<file path="src/rtl/cp0_regs_pkg.sv">
// cp0_regs_pkg: shared CP0 definitions.
//   - CP0 register numbers (MFC0/MTC0 rd field)
//   - ExcCode values of the exceptions this core commits
//   - Status/Cause bit positions and the Status write mask
//   - is_addr_exc(): true for exceptions that latch BadVAddr
package cp0_regs_pkg;

  localparam logic [4:0] CP0_BADVADDR = 5'd8;
  localparam logic [4:0] CP0_COUNT    = 5'd9;
  localparam logic [4:0] CP0_COMPARE  = 5'd11;
  localparam logic [4:0] CP0_STATUS   = 5'd12;
  localparam logic [4:0] CP0_CAUSE    = 5'd13;
  localparam logic [4:0] CP0_EPC      = 5'd14;

  typedef enum logic [4:0] {
    EXC_INT  = 5'h00,
    EXC_ADEL = 5'h04,
    EXC_ADES = 5'h05,
    EXC_SYS  = 5'h08,
    EXC_BP   = 5'h09,
    EXC_RI   = 5'h0a,
    EXC_OV   = 5'h0c
  } exc_code_e;

  localparam int unsigned STATUS_BEV   = 22;
  localparam int unsigned STATUS_IM_LO = 8;
  localparam int unsigned STATUS_EXL   = 1;
  localparam int unsigned STATUS_IE    = 0;

  localparam int unsigned CAUSE_BD     = 31;
  localparam int unsigned CAUSE_TI     = 30;
  localparam int unsigned CAUSE_IP_LO  = 8;
  localparam int unsigned CAUSE_EXC_LO = 2;

  function automatic logic is_addr_exc(input logic [4:0] code);
    return (code == EXC_ADEL) || (code == EXC_ADES);
  endfunction

endpackage

</file>
<file path="src/rtl/cp0_timer.sv">
// cp0_timer: Count/Compare timer.
//   i_clk, i_rst     : clock, synchronous active-high reset
//   i_we_count       : load Count from i_wdata
//   i_we_compare     : load Compare from i_wdata, clears TI
//   i_wdata          : MTC0 write data
//   o_count          : current Count
//   o_compare        : current Compare
//   o_ti             : timer interrupt flag (Cause.TI)
// Count advances once every two clocks via a free-running toggle; a
// Count load does not disturb the toggle phase.
module cp0_timer (
  input  logic        i_clk,
  input  logic        i_rst,
  input  logic        i_we_count,
  input  logic        i_we_compare,
  input  logic [31:0] i_wdata,
  output logic [31:0] o_count,
  output logic [31:0] o_compare,
  output logic        o_ti
);

  logic        r_tick;
  logic [31:0] r_count;
  logic [31:0] r_compare;
  logic        r_ti;

  always_ff @(posedge i_clk) begin
    if (i_rst) begin
      r_tick    <= 1'b0;
      r_count   <= '0;
      r_compare <= '0;
      r_ti      <= 1'b0;
    end else begin
      r_tick <= ~r_tick;

      if (i_we_count)
        r_count <= i_wdata;
      else if (r_tick)
        r_count <= r_count + 32'd1;

      // A Compare write wins over a match seen on the same edge.
      if (i_we_compare) begin
        r_compare <= i_wdata;
        r_ti      <= 1'b0;
      end else if (r_count == r_compare) begin
        r_ti <= 1'b1;
      end
    end
  end

  assign o_count   = r_count;
  assign o_compare = r_compare;
  assign o_ti      = r_ti;

endmodule

</file>
<file path="src/rtl/cp0_regs.sv">
// cp0_regs: MIPS CP0 register file (BadVAddr, Count, Compare, Status,
// Cause, EPC) with exception/ERET commit and interrupt request.
//   clk, rst        : clock, synchronous active-high reset
//   we/waddr/wdata  : MTC0 write port
//   raddr/rdata     : MFC0 read port (combinational, no write bypass)
//   exc_*           : exception commit (code, pc, delay slot, bad address)
//   eret            : ERET commit
//   hw_int          : level-sensitive hardware interrupt lines
//   epc_out/status_out/cause_out : current register images
//   int_pending     : unmasked interrupt request
// Same-cycle priority is exception > ERET > MTC0; losers are dropped.
module cp0_regs
  import cp0_regs_pkg::*;
(
  input  logic        clk,
  input  logic        rst,
  input  logic        we,
  input  logic [4:0]  waddr,
  input  logic [31:0] wdata,
  input  logic [4:0]  raddr,
  output logic [31:0] rdata,
  input  logic        exc_valid,
  input  logic [4:0]  exc_code,
  input  logic [31:0] exc_pc,
  input  logic        exc_bd,
  input  logic [31:0] exc_badvaddr,
  input  logic        eret,
  input  logic [5:0]  hw_int,
  output logic [31:0] epc_out,
  output logic [31:0] status_out,
  output logic [31:0] cause_out,
  output logic        int_pending
);

  logic        w_eret_take;
  logic        w_wr;
  logic        w_we_count;
  logic        w_we_compare;
  logic [31:0] w_count;
  logic [31:0] w_compare;
  logic        w_ti;
  logic [31:0] w_status;
  logic [31:0] w_cause;

  logic [7:0]  r_im;
  logic        r_exl;
  logic        r_ie;
  logic        r_bd;
  logic [5:0]  r_ip_hw;
  logic [1:0]  r_ip_sw;
  logic [4:0]  r_exccode;
  logic [31:0] r_epc;
  logic [31:0] r_badvaddr;

  assign w_eret_take  = eret & ~exc_valid;
  assign w_wr         = we & ~exc_valid & ~eret;
  assign w_we_count   = w_wr && (waddr == CP0_COUNT);
  assign w_we_compare = w_wr && (waddr == CP0_COMPARE);

  cp0_timer u_timer (
    .i_clk        (clk),
    .i_rst        (rst),
    .i_we_count   (w_we_count),
    .i_we_compare (w_we_compare),
    .i_wdata      (wdata),
    .o_count      (w_count),
    .o_compare    (w_compare),
    .o_ti         (w_ti)
  );

  always_ff @(posedge clk) begin
    if (rst) begin
      r_im       <= '0;
      r_exl      <= 1'b0;
      r_ie       <= 1'b0;
      r_bd       <= 1'b0;
      r_ip_hw    <= '0;
      r_ip_sw    <= '0;
      r_exccode  <= '0;
      r_epc      <= '0;
      r_badvaddr <= '0;
    end else begin
      // IP7 carries the timer interrupt alongside hw_int[5].
      r_ip_hw <= {hw_int[5] | w_ti, hw_int[4:0]};

      if (exc_valid) begin
        if (!r_exl) begin
          r_epc <= exc_bd ? (exc_pc - 32'd4) : exc_pc;
          r_bd  <= exc_bd;
        end
        r_exl     <= 1'b1;
        r_exccode <= exc_code;
        if (is_addr_exc(exc_code))
          r_badvaddr <= exc_badvaddr;
      end else if (w_eret_take) begin
        r_exl <= 1'b0;
      end else if (w_wr) begin
        case (waddr)
          CP0_STATUS: begin
            r_im  <= wdata[15:8];
            r_exl <= wdata[1];
            r_ie  <= wdata[0];
          end
          CP0_CAUSE: r_ip_sw <= wdata[9:8];
          CP0_EPC:   r_epc   <= wdata;
          default: ;
        endcase
      end
    end
  end

  always_comb begin
    w_status                         = '0;
    w_status[STATUS_BEV]             = 1'b1;
    w_status[STATUS_IM_LO +: 8]      = r_im;
    w_status[STATUS_EXL]             = r_exl;
    w_status[STATUS_IE]              = r_ie;
  end

  always_comb begin
    w_cause                          = '0;
    w_cause[CAUSE_BD]                = r_bd;
    w_cause[CAUSE_TI]                = w_ti;
    w_cause[CAUSE_IP_LO +: 8]        = {r_ip_hw, r_ip_sw};
    w_cause[CAUSE_EXC_LO +: 5]       = r_exccode;
  end

  always_comb begin
    case (raddr)
      CP0_BADVADDR: rdata = r_badvaddr;
      CP0_COUNT:    rdata = w_count;
      CP0_COMPARE:  rdata = w_compare;
      CP0_STATUS:   rdata = w_status;
      CP0_CAUSE:    rdata = w_cause;
      CP0_EPC:      rdata = r_epc;
      default:      rdata = '0;
    endcase
  end

  assign epc_out     = r_epc;
  assign status_out  = w_status;
  assign cause_out   = w_cause;
  assign int_pending = r_ie & ~r_exl & (|(r_im & {r_ip_hw, r_ip_sw}));

endmodule

</file>
<file path="config.mk">
export PLATFORM = sky130hd
export DESIGN_NAME = cp0_regs
export DESIGN_NICKNAME = d
export VERILOG_FILES = /design/src/rtl/cp0_regs_pkg.sv /design/src/rtl/cp0_timer.sv /design/src/rtl/cp0_regs.sv
export SDC_FILE = /design/constraint.sdc
export NUM_CORES = 1
export LEC_CHECK = 0
export CAP_MARGIN = 5
export CORE_MARGIN = 10
export CORE_UTILIZATION = 48
export CTS_CLUSTER_DIAMETER = 100
export DETAILED_ROUTE_END_ITERATION = 12
export GPL_TIMING_DRIVEN = 1
export HOLD_SLACK_MARGIN = 0.08
export PLACE_DENSITY = 0.81
export SYNTH_ARGS = -nofsm -noshare
export SYNTH_HDL_FRONTEND = slang
export SYNTH_SLANG_ARGS = --single-unit
</file>
<file path="constraint.sdc">
create_clock -name clk -period 2.19 [get_ports clk]
set_clock_uncertainty 0.1 [all_clocks]
set_input_delay 0.3285 -clock clk [delete_from_list [all_inputs] [get_ports clk]]
set_output_delay 0.3285 -clock clk [all_outputs]
set_load 0.02 [all_outputs]
</file>
==> results.env, run 1 <==
DRT_PASS1_ITERATIONS=10
TIMING.CRITICAL_PATH.SLOWEST_STAGE_CELL='sky130_fd_sc_hd__clkdlybuf4s50_1'
FINALSETUPVIOLCOUNT=0
TOTAL_POWER_PER_UNIT_CELL_AREA_nW_PER_UM2=579.5
WORSTPATHBUFFERINVERTERCOUNT=2
FIN_NETS=1489
SETUP.WORST_PATH.START='r_exl$_SDFFE_PP0P_'
AREA_DELTA_SYNTH_FINAL_PCT=41.53
BOUNDARYPINS=252
DIE-HEIGHT_UM=154.3
INITIAL_CORE_UTILIZATION_PCT=48.54
SYNTHESIS.INSTANCES=1101
WORSTREGTOREGCELLS=6
CTS_HOLD_BUF=0
SYNTH_COMMONEST_CELLS='sky130_fd_sc_hd__nand2_1 (207), sky130_fd_sc_hd__dfxtp_1 (154), sky130_fd_sc_hd__a21oi_1 (95)'
NUM_VIAS=9589
YOSYSMOSTFREQUENTCELL='sky130_fd_sc_hd__nand2_1'
END_KIND='primary output'
DP_HPWL_MM=26.19
CLOCK-SINKS=154
HTREE_LEVELS=4
DIE-AREA_UM2=23810
SYN-MEAN-INSTANCE-AREA_UM2=7.865
FF_LATCH_COUNT_SYNTH=154
CRIT_ARRIVAL_NS=1.74
CP_TOP_FAMILY='buffers and inverters'
MULTIINPUTGATEAREA_UM2=5099
DETAILEDROUTE.FIRSTITERATIONVIOLATIONS=1471
CRIT-REG2REG-LAUNCH='u_timer.o_count[0]$_SDFFE_PP0P_'
SYNTH_LARGEST_AREA_CELL='sky130_fd_sc_hd__dfxtp_1'
CTS-BUFFERS-INSERTED=17
CLK_PATH_BUF_DEPTH=2
CTS_TREE='built'
ANT_NETS=0
FIN_UTIL_PCT=68.69
REGTOREGENDPOINT='u_timer.o_count[22]$_SDFFE_PP0P_'
TIMING.FINAL.CRIT_SHARE_PCT=98.80
MAXIMUM_OPERATING_FREQUENCY_MHz=462.2
OVERFLOW=0
DRC=0
WHS_NS=0.1522
SYNTH.DISTINCT_CELLS=68
AREA.SEQUENTIAL_UM2=3084
DRV_CAP=0
YS_WARN_COUNT=0
STATUS='complete, no violations'
LEAKAGEPOWER_nW=4.484
CLOCKROOTBUFFER='sky130_fd_sc_hd__clkbuf_16'
WORSTSETUPENDPOINT='status_out[1]'
WORST_PATH_DEPTH=2
POSTSYNTH.ASYNCRESETSHARE_PCT=0
CLOCK_PIN_SLEW_OF_THE_REGISTERS_ON_THE_WORST_CASE_SETUP_AND_HOLD_PATHS_NS=0.07
SETUP.WORST_PATH.START_CLASS='flop'
CORE_REGION_AREA_UM2=17840
GRT_FIRST_PASS_WIRELENGTH_MM=52.76
FINAL_HOLD_VIOL_COUNT=0
FILLERS=1430
WORSTPATHCELLLIST='buf_4 -> clkdlybuf4s50_1'
DIODES=0
LAYOUT-DRIVE-GT1-SHARE_PCT=17.57
CRITICAL-PATH-MAX-STAGE-DELAY_NS=0.64
SYNTH_AREA_UM2=8660
WORST-SETUP-PATH-TYPE='reg -> out'
DIE_W_UM=154.3
GRT.TOTAL_USAGE_PCT=27.81
CRIT_PATH_MAX_FANOUT=10
PLACE.GP.CONGESTION=0.9619
ROUTED_VIA_DENSITY=5.971
DRT-TOTAL-WL_MM=34.76
TIGHTESTPINTRANSITION_NS=0.5253
UNREPAIRED_SETUP_ENDPOINTS_AFTER_GLOBAL_ROUTING='no'
SLEW_MARGIN_REL_PCT=64.98
SYNTH_ENABLE_FLOP_CELLS=0
CRITPATHREQUIREDTIME_NS=1.76
R2R_SLACK_NS=0.12
SYNTH-SEQ-AREA-SHARE_PCT=35.60
YOSYS_MOST_USED_DFF='sky130_fd_sc_hd__dfxtp_1'
FINALMAXSLEWVIOLATIONS=0
PORT_BUFFERS=212
GRT_ANTENNA_BEFORE_REPAIR=0
CLK_LATENCY_NS=0.44
NUM_ROWS=49
FIRST_GLOBAL_VIAS=9153
SYNTH.AREA.TOP_CELLS='sky130_fd_sc_hd__dfxtp_1 (36%), sky130_fd_sc_hd__nand2_1 (9.0%), sky130_fd_sc_hd__xnor2_1 (6.9%), sky130_fd_sc_hd__a21oi_1 (5.5%), sky130_fd_sc_hd__a22oi_1 (5.5%)'
SYNTH.TOP_CELL.AREA_SHARE_PCT=35.60
TIMING.FINAL.CRIT_PERIOD_NS=2.164
HOLD_CLASS='in -> reg'
IR_WORST_VDD_V=0.0005863
AVGROUTEDWIREPERCELL_UM=21.64
GRT_MAX_DEGREE=68
[cell type report]
cell class / count / area share (%)
tap: 229 / 2.338
multi-input combinational: 845 / 41.60
clock inverter: 15 / 1.337
clock buffer: 17 / 3.471
timing repair buffer: 337 / 25.81
sequential: 154 / 25.17
inverter: 9 / 0.2757
[cell usage in the layout (no fill, tap or decap), types with 17 or more instances in the layout]
| cell | Yosys | final |
|---|---|---|
| sky130_fd_sc_hd__nand4_1 | 21 | 21 |
| sky130_fd_sc_hd__xnor2_1 | 68 | 68 |
| sky130_fd_sc_hd__buf_2 | 13 | 18 |
| sky130_fd_sc_hd__a211oi_1 | 35 | 35 |
| sky130_fd_sc_hd__dfxtp_1 | 154 | 153 |
| sky130_fd_sc_hd__a22oi_1 | 63 | 62 |
| sky130_fd_sc_hd__buf_4 | 46 | 112 |
| sky130_fd_sc_hd__a21oi_1 | 95 | 95 |
| sky130_fd_sc_hd__nand2_1 | 207 | 205 |
| sky130_fd_sc_hd__clkdlybuf4s50_1 | 0 | 172 |
| sky130_fd_sc_hd__clkbuf_16 | 0 | 17 |
| sky130_fd_sc_hd__nand3_1 | 34 | 34 |
| sky130_fd_sc_hd__nor2_1 | 73 | 73 |
| sky130_fd_sc_hd__conb_1 | 2 | 39 |
[what timing repair did]
item                       CTS  global route
cloned                       3             0
setup buffers                5             0
gates resized for setup    146            10
setup endpoints to repair   34            31
pin swaps                   15             5
[cells by family (layout without fill, tap and decap cells)]
logic type                 count (synthesis)  after routing  share of synthesized area (%)
muxes                                     16             16                          1.864
other                                      2             39                        0.08673
and+or+nand+nor                          443            443                          25.21
DFF                                      154            154                          35.60
AOI/OAI and AO/OA                        265            265                          20.65
xor gates and xnor gates                  80             80                          8.091
adders and majority gates                  2              2                         0.2889
buffers and inverters                    139            378                          8.207
[power breakdown]
part | switching, mW | internal [mW] | leakage [nW] | total [mW]
logic | 0.569 | 0.535 | 2.95 | 1.10
clock network | 1.30 | 1.70 | 0.279 | 2.99
registers | 0.122 | 2.88 | 1.25 | 3.00
total | 1.99 | 5.11 | 4.48 | 7.10
[stage by stage]
stage / cells / setup TNS [ns] / setup slack [ns] / power (mW) / instance area (um2)
2_1_floorplan: 1138 / 0 / 0.2684 / 3.521 / 8798
3_3_place_gp: 1567 / -19.47 / -0.5666 / 4.117 / 11610
3_5_place_dp: 1567 / -21.86 / -0.6014 / 4.129 / 11610
4_1_cts: 1607 / 0 / 0.001859 / 7.084 / 12310
5_1_grt: 1606 / 0 / 0.0005718 / 7.290 / 12260
6_report: 1606 / 0 / 0.02629 / 7.102 / 12260
[flip-flops by register name (all words and copies together), names as in the netlist]
register / cells
r_ip_hw: 6
u_timer.o_count: 32
r_ip_sw: 2
epc_out: 32
r_badvaddr: 32
u_timer.o_ti: 1
r_ie: 1
u_timer.r_tick: 1
u_timer.o_compare: 32
r_exl: 1
r_im: 8
r_bd: 1
r_exccode: 5
[routing by layer]
metal  vias to the layer above  routed length, um  GRT usage (%)
met5                         -                  0              0
met4                         0               1199          11.79
met3                       102               4168          7.709
met2                       655              15990          43.87
met1                      4457              13410          34.87
li1                       4375                  -              -
[worst min-delay path by stage]
stage                                     start                     endpoint  cells after the start
finish                                exc_valid     epc_out[22]$_SDFFE_PP0P_                      2
global placement    r_badvaddr[23]$_SDFFE_PP0P_  r_badvaddr[23]$_SDFFE_PP0P_                      2
floorplan            r_badvaddr[0]$_SDFFE_PP0P_   r_badvaddr[0]$_SDFFE_PP0P_                      2
detailed placement  r_badvaddr[17]$_SDFFE_PP0P_  r_badvaddr[17]$_SDFFE_PP0P_                      2
CTS                                   exc_valid     epc_out[22]$_SDFFE_PP0P_                      2
global route                          exc_valid     epc_out[22]$_SDFFE_PP0P_                      2
No activity file was read; power rests on OpenSTA's default activity.
==> run 2, diff against run 1 <==
--- a/config.mk
+++ b/config.mk
@@ -7,12 +7,13 @@
 export LEC_CHECK = 0
 export CAP_MARGIN = 5
 export CORE_MARGIN = 10
-export CORE_UTILIZATION = 48
+export CORE_UTILIZATION = 44
 export CTS_CLUSTER_DIAMETER = 100
 export DETAILED_ROUTE_END_ITERATION = 12
 export GPL_TIMING_DRIVEN = 1
 export HOLD_SLACK_MARGIN = 0.08
-export PLACE_DENSITY = 0.81
+export MAX_ROUTING_LAYER = met4
+export PLACE_DENSITY = 0.78
 export SYNTH_ARGS = -nofsm -noshare
 export SYNTH_HDL_FRONTEND = slang
 export SYNTH_SLANG_ARGS = --single-unit
==> constraint.sdc (replaced) <==
create_clock -name clk -period 1.9 [get_ports clk]
set_clock_uncertainty 0.1 [all_clocks]
set_input_delay 0.285 -clock clk [delete_from_list [all_inputs] [get_ports clk]]
set_output_delay 0.285 -clock clk [all_outputs]
set_load 0.02 [all_outputs]
==> results.env, run 2 (synthesized netlist as in run 1, its figures left out) <==
STATUS='complete, but fails checks'
VIOLATIONS='setup timing'
WORST-SETUP-PATH-TYPE='in -> out'
FIN_UTIL_PCT=69.08
PORT_BUFFERS=212
FIN_SETUP_TNS_NS=-0.2125
LEAKAGEPOWER_nW=5.381
CP_TOP_FAMILY='simple AND/OR/NAND/NOR gates'
TOTAL_POWER_PER_UNIT_CELL_AREA_nW_PER_UM2=634.9
PRE_CTS_SLACK_NS=-0.8723
R2R_SLACK_NS=0.05
GRT_ANTENNA_BEFORE_REPAIR=1
DIE-AREA_UM2=25690
CRITPATHREQUIREDTIME_NS=1.51
OVERFLOW=0
GRT_MAX_DEGREE=58
FINALMAXSLEWVIOLATIONS=0
CRIT_ARRIVAL_NS=1.63
FINAL_HOLD_VIOL_COUNT=0
DRV_CAP=0
WORSTPATHCELLLIST='buf_8 -> nor2b_4 -> and3_4 -> buf_12 -> a222oi_1 -> nand2_2 -> buf_6'
LAYOUT-DRIVE-GT1-SHARE_PCT=25.33
DIE-HEIGHT_UM=160.3
LAYOUT.CELLS.NON_FILLER=1723
POWER.TOTAL_mW=8.508
CLK_LATENCY_NS=0.44
CRITICAL-PATH-MAX-STAGE-DELAY_NS=0.45
NUM_VIAS=10050
GRT_FIRST_PASS_WIRELENGTH_MM=57.07
DETAILEDROUTE.FIRSTITERATIONVIOLATIONS=1248
WORSTPATHBUFFERINVERTERCOUNT=3
CLOCK-SINKS=154
AVGROUTEDWIREPERCELL_UM=22.51
FINAL.SETUP.WORST_SLACK_NS=-0.1133
CTS-BUFFERS-INSERTED=17
BOUNDARYPINS=252
PLACE.GP.CONGESTION=0.9914
SLEW_MARGIN_REL_PCT=63.38
IR_WORST_VDD_V=0.0005509
DP_HPWL_MM=27.85
CTS_TREE='built'
ROUTED_VIA_DENSITY=5.835
DRC=0
CTS_HOLD_BUF=0
UNREPAIRED_SETUP_ENDPOINTS_AFTER_GLOBAL_ROUTING='yes'
DRT_PASS1_ITERATIONS=8
PLACEDCELLCOUNT=1662
SETUP.WORST_PATH.START_CLASS='input pin'
TIMING.FINAL.CRIT_SHARE_PCT=106.0
LAYOUT.CELLS.MOST_COMMON_LIST='sky130_fd_sc_hd__nand2_1 (198), sky130_fd_sc_hd__buf_4 (179), sky130_fd_sc_hd__dfxtp_1 (147), sky130_fd_sc_hd__clkdlybuf4s50_1 (124), sky130_fd_sc_hd__a21oi_1 (95)'
FIN_NETS=1569
CLOCK_PIN_SLEW_OF_THE_REGISTERS_ON_THE_WORST_CASE_SETUP_AND_HOLD_PATHS_NS=0.06
INITIAL_CORE_UTILIZATION_PCT=44.64
AREA_DELTA_SYNTH_FINAL_PCT=54.75
HOLD_CLASS='in -> reg'
FINAL_AREA_UM2=13400
MAXIMUM_OPERATING_FREQUENCY_MHz=496.7
ANT_NETS=0
POSTPLACECELLAREA_UM2=12110
CORE_REGION_AREA_UM2=19400
TIMING.FINAL.CRIT_PERIOD_NS=2.013
HTREE_LEVELS=4
FIRST_GLOBAL_VIAS=9560
CLOCKROOTBUFFER='sky130_fd_sc_hd__clkbuf_16'
GRT.TOTAL_USAGE_PCT=29.00
MOSTFREQUENTLAYOUTCELL='sky130_fd_sc_hd__nand2_1'
NUM_ROWS=51
CLK_PATH_BUF_DEPTH=2
CRIT_PATH_MAX_FANOUT=7
DRT-TOTAL-WL_MM=38.79
TIGHTESTPINTRANSITION_NS=0.5493
TIMING.CRITICAL_PATH.SLOWEST_STAGE_CELL='sky130_fd_sc_hd__a222oi_1'
FINALSETUPVIOLCOUNT=6
DIE_W_UM=160.3
END_KIND='primary output'
WHS_NS=0.1450
[run 2: power by group]
group / total [mW] / internal [mW] / switching [mW]
clock network: 3.66 / 2.19 / 1.48
registers: 3.46 / 3.32 / 0.136
logic: 1.38 / 0.667 / 0.717
[run 2: worst register-to-register path: stages (launching register included)]
cell and delay (ns):
sky130_fd_sc_hd__dfxtp_1 0.33, sky130_fd_sc_hd__and4_1 0.28, sky130_fd_sc_hd__nand4_4 0.22, sky130_fd_sc_hd__buf_4 0.23, sky130_fd_sc_hd__nor4_2 0.29, sky130_fd_sc_hd__xnor2_1 0.11, sky130_fd_sc_hd__a211oi_1 0.22
[run 2: area by class of cell]
| cell class | instances | area, um2 |
|---|---|---|
| multi-input combinational | 845 | 5294 |
| clock buffer | 20 | 466.7 |
| antenna | 1 | 2.502 |
| clock inverter | 12 | 161.4 |
| fill | 1508 | 5998 |
| timing repair buffer | 417 | 4019 |
| sequential | 154 | 3092 |
| tap | 265 | 331.6 |
| inverter | 9 | 33.78 |
[run 2: worst paths after layout]
path | start | to | cells past startpoint
worst min-delay path | exc_valid | r_exccode[0]$_SDFFE_PP0P_ | 3
worst max-delay path | raddr[3] | rdata[2] | 7
worst min register to register | r_badvaddr[19]$_SDFFE_PP0P_ | r_badvaddr[19]$_SDFFE_PP0P_ | 2
worst max register to register | u_timer.o_count[15]$_SDFFE_PP0P_ | u_timer.o_count[28]$_SDFFE_PP0P_ | 6
[run 2: repair_timing]
action,in CTS,in global routing
resized for setup,276,86
pin swaps,26,33
endpoints found under the setup margin,68,66
gates cloned,7,1
buffers inserted,17,7
[run 2: per-layer routing]
metal | global-route usage [%] | share of wire [%] | vias up
li1 | - | - | 4542
met1 | 35.40 | 39 | 4673
met2 | 44.66 | 45 | 695
met3 | 6.697 | 11 | 143
met4 | 13.61 | 4.8 | 0
met5 | - | 0 | -
==> run 3, diff against run 2 <==
--- a/config.mk
+++ b/config.mk
@@ -16,4 +16,5 @@
 export PLACE_DENSITY = 0.78
 export SYNTH_ARGS = -nofsm -noshare
 export SYNTH_HDL_FRONTEND = slang
+export SYNTH_HIERARCHICAL = 1
 export SYNTH_SLANG_ARGS = --single-unit
==> results.env, run 3 <==
STATUS='complete, but fails checks'
VIOLATIONS='setup timing'
SLEW_MARGIN_REL_PCT=66.55
DP_HPWL_MM=28.15
POWER_SHARE_OF_THE_CLOCK_GROUP_PCT=41.2
DRT_PASS1_ITERATIONS=8
CLK_PATH_BUF_DEPTH=2
SYNTH.TOP_CELL.AREA_SHARE_PCT=35.11
FINALSETUPVIOLCOUNT=5
GRT_ANTENNA_BEFORE_REPAIR=3
UNREPAIRED_SETUP_ENDPOINTS_AFTER_GLOBAL_ROUTING='yes'
FF_LATCH_COUNT_SYNTH=154
LAYOUT.CELLS.MOST_COMMON_LIST='sky130_fd_sc_hd__buf_4 (152), sky130_fd_sc_hd__dfxtp_1 (144), sky130_fd_sc_hd__nand2_1 (141), sky130_fd_sc_hd__clkdlybuf4s50_1 (113), sky130_fd_sc_hd__nor2_1 (87)'
P_COMB_SHARE_PCT=16.9
CLOCKROOTBUFFER='sky130_fd_sc_hd__clkbuf_16'
SYNTH.DISTINCT_CELLS=72
CLOCK_PIN_SLEW_OF_THE_REGISTERS_ON_THE_WORST_CASE_SETUP_AND_HOLD_PATHS_NS=0.07
PORT_BUFFERS=212
ANT_NETS=0
GRT_MAX_DEGREE=46
FIRST_GLOBAL_VIAS=9294
WORST-SETUP-PATH-TYPE='in -> out'
YS_WARN_COUNT=6
FINAL_HOLD_VIOL_COUNT=0
DIE-AREA_UM2=26000
TOTAL_POWER_PER_UNIT_CELL_AREA_nW_PER_UM2=613.4
CTS_TREE='built'
YOSYSMOSTFREQUENTCELL='sky130_fd_sc_hd__dfxtp_1'
DETAILEDROUTE.FIRSTITERATIONVIOLATIONS=1421
HTREE_LEVELS=4
TIMING.FINAL.CRIT_PERIOD_NS=2.021
SYNTH_LARGEST_AREA_CELL='sky130_fd_sc_hd__dfxtp_1'
AVGROUTEDWIREPERCELL_UM=22.69
CRITPATHREQUIREDTIME_NS=1.51
TIGHTESTPINTRANSITION_NS=0.5017
SYN-MEAN-INSTANCE-AREA_UM2=8.252
LAYOUT.CELLS.NON_FILLER=1681
SYNTH_COMMONEST_CELLS='sky130_fd_sc_hd__dfxtp_1 (154), sky130_fd_sc_hd__nand2_1 (144), sky130_fd_sc_hd__nor2_1 (89)'
CLOCK-SINKS=154
FIN_NETS=1525
FINAL_AREA_UM2=13340
SYNTH_AREA_UM2=8780
INITIAL_CORE_UTILIZATION_PCT=44.96
CTS_HOLD_BUF=0
MOSTFREQUENTLAYOUTCELL='sky130_fd_sc_hd__buf_4'
GRT.TOTAL_USAGE_PCT=28.06
CRIT_ARRIVAL_NS=1.64
SETUP.WORST_PATH.START='raddr[3]'
SETUP.WORST_PATH.START_CLASS='input pin'
CORE_REGION_AREA_UM2=19530
DIE-HEIGHT_UM=161.3
POSTSYNTH.ASYNCRESETSHARE_PCT=0
SYNTHESIS.INSTANCES=1064
TIMING.FINAL.CRIT_SHARE_PCT=106.4
HOLD_CLASS='in -> reg'
IR_WORST_VDD_V=0.0005695
ROUTED_VIA_DENSITY=5.872
LEAKAGEPOWER_nW=5.623
NUM_VIAS=9870
PLACE.GP.CONGESTION=1.041
CLK_LATENCY_NS=0.43
CELLINTERNALPOWER_mW=5.812
DRV_CAP=0
LAYOUT-DRIVE-GT1-SHARE_PCT=24.20
CTS-BUFFERS-INSERTED=17
FINAL.SETUP.WORST_SLACK_NS=-0.1214
GRT_FIRST_PASS_WIRELENGTH_MM=55.58
FINALMAXSLEWVIOLATIONS=0
CRIT_PATH_MAX_FANOUT=5
AREA_DELTA_SYNTH_FINAL_PCT=51.97
DRC=0
NUM_ROWS=51
PLACEDCELLCOUNT=1625
MIN-DELAY-START='exc_pc[18]'
OVERFLOW=0
SYNTH-SEQ-AREA-SHARE_PCT=35.11
CRIT-REG2REG-LAUNCH='u_timer/o_count[0]$_SDFFE_PP0P_'
END_KIND='primary output'
YOSYS_MOST_USED_DFF='sky130_fd_sc_hd__dfxtp_1'
SYNTH.AREA.TOP_CELLS='sky130_fd_sc_hd__dfxtp_1 (35%), sky130_fd_sc_hd__xnor2_1 (7.4%), sky130_fd_sc_hd__nand2_1 (6.2%), sky130_fd_sc_hd__mux2i_1 (5.5%), sky130_fd_sc_hd__a22oi_1 (5.4%)'
FIN_SETUP_TNS_NS=-0.1969
MAXIMUM_OPERATING_FREQUENCY_MHz=494.7
SYNTH_ENABLE_FLOP_CELLS=0
POWER.TOTAL_mW=8.185
BOUNDARYPINS=252
NET_SWITCHING_SHARE_OF_THE_TOTAL_POWER_PCT=28.99
SEQ_POWER_SHARE_PCT=42.0
POSTPLACECELLAREA_UM2=12220
P_SW_mW=2.373
PRE_CTS_SLACK_NS=-0.8455
DIE_W_UM=161.3
DRT-TOTAL-WL_MM=38.13
[run 3: logic make-up (layout without fill, tap and decap cells)]
logic type | count (synthesis) | in the layout | share of synthesized area (%)
muxes | 48 | 48 | 5.472
AOI/OAI and AO/OA | 234 | 234 | 17.94
other | 2 | 42 | 0.08554
xor gates and xnor gates | 86 | 86 | 8.579
and+or+nand+nor | 394 | 397 | 23.47
buffers and inverters | 144 | 453 | 9.049
DFF | 154 | 154 | 35.11
adders and majority gates | 2 | 2 | 0.2850
[run 3: what timing repair did]
action	4_1_cts	5_1_grt
setup endpoints to repair	84	63
setup buffers	10	8
gates cloned	10	0
pin swaps	42	32
gates resized for setup	282	82
[run 3: layout make-up]
| class | count | area [um2] |
|---|---|---|
| diodes | 3 | 7.507 |
| well taps | 265 | 331.6 |
| repair buffers | 395 | 3815 |
| clock buffers | 17 | 425.4 |
| clock inverters | 15 | 153.9 |
| multi-input cells | 806 | 5409 |
| flip-flops and latches | 154 | 3098 |
| inverters | 26 | 102.6 |
| fillers | 1534 | 6183 |
[run 3: power groups by stage]
stage	clock [mW]	sequential, mW	combinational [mW]
3_5_place_dp	0	3.50	1.32
2_1_floorplan	0	3.53	0.529
3_3_place_gp	0	3.50	1.31
6_report	3.37	3.44	1.38
5_1_grt	3.53	3.44	1.46
4_1_cts	3.38	3.42	1.33
[run 3: path summary, 6_finish.rpt]
path / cells after the start / slack [ns] / to
setup / recovery: 7 / -0.12 / rdata[9]
hold / removal: 5 / 0.16 / epc_out[20]$_SDFFE_PP0P_
setup reg to reg: 6 / 0.04 / u_timer/o_count[31]$_SDFFE_PP0P_
hold reg to reg: 2 / 0.36 / r_badvaddr[0]$_SDFFE_PP0P_
[run 3: stage by stage]
stage	hold WS [ns]	utilization, %
global placement	0.3431	62.58
finish	0.1625	68.33
global route	0.1865	68.33
CTS	0.1420	67.03
floorplan	0.3008	-
detailed placement	0.3478	62.58
[run 3: worst max-delay path, stage by stage]
cell                      delay (ns)
sky130_fd_sc_hd__buf_8          0.11
sky130_fd_sc_hd__nor2b_4        0.14
sky130_fd_sc_hd__and3_2         0.25
sky130_fd_sc_hd__buf_4          0.16
sky130_fd_sc_hd__a22oi_1        0.30
sky130_fd_sc_hd__nand3_1        0.20
sky130_fd_sc_hd__buf_6          0.18
[run 3: per-layer routing]
layer / part of all wire [%] / GRT usage, % / vias to the layer above
li1: - / - / 4385
met5: 0 / - / -
met3: 11 / 7.702 / 125
met4: 4.2 / 11.70 / 0
met1: 38 / 34.12 / 4697
met2: 47 / 43.10 / 663
